===== src/rtl/cla_seq_adder.sv =====
// cla_seq_adder: WIDTH-bit adder built from one 4-bit carry-lookahead slice.
// The slice is applied to one nibble per clock, least significant nibble first.
// Optional build macro CLA_SEQ_OVF_EN adds the ovf output: two's-complement
// overflow, i.e. (carry into the MSB) ^ cout.
//
// Handshake rules (both sides): a transfer happens on a rising edge where
// valid and ready are both high. in_ready is high only in IDLE. out_valid is
// high only in DONE. While out_valid is high, sum/cout (and ovf) are held
// until out_ready is seen. A producer that drops valid before ready is
// simply not served.
module cla_seq_adder #(
  parameter int WIDTH = 16
) (
  input  logic             clk,
  input  logic             rst,
  input  logic             in_valid,
  output logic             in_ready,
  input  logic [WIDTH-1:0] a,
  input  logic [WIDTH-1:0] b,
  input  logic             cin,
  output logic             out_valid,
  input  logic             out_ready,
  output logic [WIDTH-1:0] sum,
  output logic             cout,
  output logic             busy,
  output logic [1:0]       dbg_state
`ifdef CLA_SEQ_OVF_EN
  ,
  output logic             ovf
`endif
);

  localparam int NIB_CNT = WIDTH / 4;
  localparam int IDX_W   = (NIB_CNT > 1) ? $clog2(NIB_CNT) : 1;
  localparam logic [IDX_W-1:0] LAST_IDX = IDX_W'(NIB_CNT - 1);

  typedef enum logic [1:0] {
    S_IDLE = 2'd0,
    S_RUN  = 2'd1,
    S_DONE = 2'd2
  } state_t;

  // WIDTH must split evenly into nibbles.
  if (((WIDTH % 4) != 0) || (WIDTH < 4)) begin : g_bad_width
    $error("cla_seq_adder: WIDTH must be a multiple of 4 and at least 4");
  end

  state_t           state_q, state_d;
  logic [IDX_W-1:0] idx_q, idx_d;
  logic             carry_q, carry_d;
  logic [WIDTH-1:0] a_q, a_d;
  logic [WIDTH-1:0] b_q, b_d;
  logic [WIDTH-1:0] sum_q, sum_d;
  logic             cout_q, cout_d;
`ifdef CLA_SEQ_OVF_EN
  logic             ovf_q, ovf_d;
`endif

  // Slice signals: the nibble currently selected by idx_q.
  logic [3:0] nib_a, nib_b;
  logic [3:0] slice_g, slice_p;
  logic [3:0] slice_c;   // slice_c[i] is the carry into bit i of the nibble
  logic       slice_c4;  // carry out of the nibble
  logic [3:0] slice_s;

  // 4-bit carry-lookahead slice on the current nibble and the carry register.
  always_comb begin
    nib_a    = a_q[{idx_q, 2'b00} +: 4];
    nib_b    = b_q[{idx_q, 2'b00} +: 4];
    slice_g  = nib_a & nib_b;
    slice_p  = nib_a ^ nib_b;
    slice_c  = '0;
    slice_c[0] = carry_q;
    slice_c[1] = slice_g[0]
               | (slice_p[0] & carry_q);
    slice_c[2] = slice_g[1]
               | (slice_p[1] & slice_g[0])
               | (slice_p[1] & slice_p[0] & carry_q);
    slice_c[3] = slice_g[2]
               | (slice_p[2] & slice_g[1])
               | (slice_p[2] & slice_p[1] & slice_g[0])
               | (slice_p[2] & slice_p[1] & slice_p[0] & carry_q);
    slice_c4   = slice_g[3]
               | (slice_p[3] & slice_g[2])
               | (slice_p[3] & slice_p[2] & slice_g[1])
               | (slice_p[3] & slice_p[2] & slice_p[1] & slice_g[0])
               | (slice_p[3] & slice_p[2] & slice_p[1] & slice_p[0] & carry_q);
    slice_s  = slice_p ^ slice_c;
  end

  // Next-state and datapath updates for IDLE -> RUN -> DONE.
  always_comb begin
    state_d = state_q;
    idx_d   = idx_q;
    carry_d = carry_q;
    a_d     = a_q;
    b_d     = b_q;
    sum_d   = sum_q;
    cout_d  = cout_q;
`ifdef CLA_SEQ_OVF_EN
    ovf_d   = ovf_q;
`endif
    case (state_q)
      S_IDLE: begin
        if (in_valid) begin
          a_d     = a;
          b_d     = b;
          carry_d = cin;
          sum_d   = '0;
          idx_d   = '0;
`ifdef CLA_SEQ_OVF_EN
          ovf_d   = 1'b0;
`endif
          state_d = S_RUN;
        end
      end
      S_RUN: begin
        sum_d[{idx_q, 2'b00} +: 4] = slice_s;
        carry_d = slice_c4;
        if (idx_q == LAST_IDX) begin
          // Last nibble: idx stays put so it never runs past the top.
          cout_d  = slice_c4;
`ifdef CLA_SEQ_OVF_EN
          ovf_d   = slice_c[3] ^ slice_c4;
`endif
          state_d = S_DONE;
        end else begin
          idx_d = idx_q + 1'b1;
        end
      end
      S_DONE: begin
        if (out_ready) begin
          state_d = S_IDLE;
        end
      end
      default: begin
        state_d = S_IDLE;
      end
    endcase
  end

  // State and datapath registers; synchronous reset wins over any handshake.
  always_ff @(posedge clk) begin
    if (rst) begin
      state_q <= S_IDLE;
      idx_q   <= '0;
      carry_q <= 1'b0;
      a_q     <= '0;
      b_q     <= '0;
      sum_q   <= '0;
      cout_q  <= 1'b0;
`ifdef CLA_SEQ_OVF_EN
      ovf_q   <= 1'b0;
`endif
    end else begin
      state_q <= state_d;
      idx_q   <= idx_d;
      carry_q <= carry_d;
      a_q     <= a_d;
      b_q     <= b_d;
      sum_q   <= sum_d;
      cout_q  <= cout_d;
`ifdef CLA_SEQ_OVF_EN
      ovf_q   <= ovf_d;
`endif
    end
  end

  assign in_ready  = (state_q == S_IDLE);
  assign out_valid = (state_q == S_DONE);
  assign busy      = (state_q != S_IDLE);
  assign sum       = sum_q;
  assign cout      = cout_q;
  assign dbg_state = state_q;
`ifdef CLA_SEQ_OVF_EN
  assign ovf       = ovf_q;
`endif

endmodule

===== config.mk =====
export PLATFORM = sky130hd
export DESIGN_NAME = cla_seq_adder
export DESIGN_NICKNAME = d
export VERILOG_FILES = /design/src/rtl/cla_seq_adder.sv
export SDC_FILE = /design/constraint.sdc
export NUM_CORES = 1
export LEC_CHECK = 0
export CAP_MARGIN = 20
export CORE_ASPECT_RATIO = 0.6
export CORE_MARGIN = 4
export CORE_UTILIZATION = 49
export CTS_CLUSTER_SIZE = 10
export DETAILED_ROUTE_END_ITERATION = 10
export HOLD_SLACK_MARGIN = 0.12
export PLACE_DENSITY = 0.79
export REMOVE_ABC_BUFFERS = 1
export SLEW_MARGIN = 20
export SYNTH_ARGS = -nofsm -noshare
export SYNTH_HDL_FRONTEND = slang
export SYNTH_SLANG_ARGS = --single-unit
export TNS_END_PERCENT = 30

===== constraint.sdc =====
create_clock -name clk -period 3.1 [get_ports clk]
set_input_delay 0.62 -clock clk [delete_from_list [all_inputs] [get_ports clk]]
set_output_delay 0.62 -clock clk [all_outputs]
set_load 0.01 [all_outputs]

==> flow_metrics.tcl <==
set metrics [dict create \
    synthXorXnorAreaFrac_pct 0.712 \
    clk_pin_slew_ns 0.09 \
    fmax_mhz 404 \
    synthMostInstantiatedCell "nand2_1" \
    tns_ns 0 \
    synth_area_mm2 0.00246 \
    ant_nets 0 \
    grt_start_max_net_pins 35 \
    nNetsFinal 376 \
    io_pins 59 \
    drc 0 \
    synth_area_leaders "dfxtp_1, nand2_1, a21oi_1" \
    p_leak_nw 1.18 \
    firstDrtPassIters 4 \
    port_buffers 58 \
    ys_types 38 \
    clockRootBuffer "clkbuf_8" \
    synth.avg_cell_area_um2 8.92 \
    p_total_mw 1.39 \
    path_cells "mux4_2 -> ha_1 -> a41oi_1 -> o21ai_2 -> xnor2_1 -> o31ai_1" \
    synth_mux_area_share_pct 7.32 \
    cts_tree "yes" \
    postSynth.asyncResetShare_pct 0 \
    viasPerCell 5.49 \
    maxCapViolCount 0 \
    synth_fa_ha_area_share_pct 5.39 \
    post-route-period-util_pct 79.9 \
    drive_gt1_share_pct 8.18 \
    clock_skew_ns 0.00805 \
    worstHoldPathType "flop to flop" \
    antenna_found_initial 0 \
    synth_ff_type "dfxtp_1" \
    worst-path-max-fanout 7 \
    synthTopCellsByCount "nand2_1, dfxtp_1, a21oi_1, nor2_1" \
    cp_top_family "multiplexers" \
    clock_path_buffers 2 \
    maxSlewViolCount 0 \
    synth_top_family_by_area "simple AND/OR/NAND/NOR gates" \
    vias 2156 \
    finalCriticalPeriod_ns 2.48 \
    synth-seq-cells 54 \
    cts_buffers 5 \
    wl_per_cell_um 14.9 \
    post-cts-setup-buffer-count 0 \
    arrival_ns 2.64 \
    hold_viol 0 \
    worstSetupPathType "flop to flop" \
    cts-resized-gates 0 \
    rsz0062_at_grt "no" \
    ys_seq_area_share_pct 43.9 \
    worstPathRequired_ns 3.26 \
    ys_warn_count 0 \
    syn2layout_area_growth_pct 28.2 \
    p_per_area_mw_per_mm2 441 \
    initial_core_util_pct 52.3 \
    grt_pass1_wl_um 9820 \
    start_kind "flop" \
    drt-total-wl_um 5850 \
    die_x_um 99.5 \
    cts_sinks 54 \
    drt-initial-drc-count 122 \
    synthCells 276 \
    row_count 19 \
    finalSetupViolations 0 \
    crit_buf_inv 0 \
    critPathMaxStageDelay_ns 0.62 \
    grt_pass1_vias 2097 \
    dieArea_mm2 0.00626 \
    clock_latency_ns 0.30 \
    synth_compound_area_share_pct 16.9 \
    synth_edf_count 0 \
    htree_levels 2 \
    yosys.area.top_type "dfxtp_1" \
    hpwl_um 4390 \
    tightest_slew_ns 0.631 \
    die_h_um 62.9 \
    synth.top_cell.area_share_pct 43.9 \
    ctsHoldBuffers 0 \
    track_usage_pct 19.1 \
    critPathSlowestCell "mux4_2" \
    status "complete, no violations" \
    maxSlewHeadroom_pct 57.9 \
    end_kind "flop" \
    vdd_ir_drop_max_mv 0.266 \
    synth-simple-area-share_pct 21.7 \
    num_antenna_cells 0 \
    place_congestion 0.917 \
    grt_overflow 0 \
    coreArea_mm2 0.00471 \
]
-- worst paths after layout --
path,from,to,slack [ns],depth (start not counted)
worst min register to register,a_q[14],a_q[14],0.46,2
worst min-delay path,a_q[14],a_q[14],0.46,2
worst max-delay path,idx_q[0],sum[3],0.62,6
worst max register to register,idx_q[0],sum[3],0.62,6
-- cells in the final DEF (no fill, tap or decap), drive strengths merged, types with 2 or more instances in the layout --
| master | instances |
|---|---|
| dfxtp | 54 |
| nand3b | 5 |
| inv | 5 |
| nand3 | 3 |
| or2 | 2 |
| nand2 | 74 |
| clkdlybuf4s50 | 57 |
| nor2 | 17 |
| mux4 | 8 |
| a21o | 5 |
| a211oi | 2 |
| a22oi | 9 |
| ha | 9 |
| a32oi | 4 |
| clkbuf | 7 |
| o31ai | 4 |
| a21oi | 38 |
| buf | 5 |
| nor3b | 3 |
| nand2b | 4 |
-- power breakdown --
part           leakage (nW)  internal [mW]  total (mW)  switching [mW]
sequential            0.441          0.724       0.750          0.0261
clock                0.0482          0.181       0.397           0.216
combinational         0.688          0.119       0.245           0.125
-- cell families (layout without fill, tap and decap cells) --
logic type | after synthesis | after routing
AND/OR/NAND/NOR | 115 | 115
AO/OA/AOI/OAI | 66 | 66
flip-flops | 54 | 54
buffers and inverters | 21 | 75
adder cells (fa/ha/maj) | 10 | 10
multiplexers | 8 | 8
XOR/XNOR | 2 | 2
-- layer usage --
| metal | track usage [%] | vias to the layer above | wire length [um] |
|---|---|---|---|
| met3 | 5.69 | 4 | 580 |
| met5 | 0 | - | 0 |
| li1 | - | 1059 | - |
| met1 | 27.5 | 1004 | 2830 |
| met4 | 4.26 | 0 | 26 |
| met2 | 28.2 | 89 | 2410 |
-- through the flow --
stage	cell area, um2	util (%)	std cells	worst slack [ns]	hold WS, ns
2_1_floorplan	2380	-	260	0.571	0.427
3_3_place_gp	3060	65.1	385	0.692	0.440
3_5_place_dp	3060	65.1	385	0.598	0.444
4_1_cts	3160	67.0	393	0.587	0.457
5_1_grt	3160	67.0	393	0.371	0.474
6_report	3160	67.0	393	0.624	0.458
-- flip-flops by register name, summed over array words and instances, names as in the netlist --
| signal | count |
|---|---|
| dbg_state | 2 |
| idx_q | 2 |
| b_q | 16 |
| sum | 16 |
| cout | 1 |
| a_q | 16 |
| carry_q | 1 |
-- cell type report --
type / instances / area (um2)
clock buffer: 7 / 86.3
inverter: 5 / 18.8
sequential: 54 / 1080
fill: 396 / 1550
tap: 63 / 78.8
timing repair buffer: 62 / 606
clock inverter: 1 / 5.00
multi-input combinational: 201 / 1280
-- worst reg2reg max path, delay by kind of cell (launching register included) --
kind,cells,cell delay (ns)
multiplexers,1,0.62
flip-flops,1,0.59
AO/OA/AOI/OAI,3,0.46
XOR/XNOR,1,0.34
adder cells (fa/ha/maj),1,0.33
Note: power is estimated with default switching activity, not from simulation.
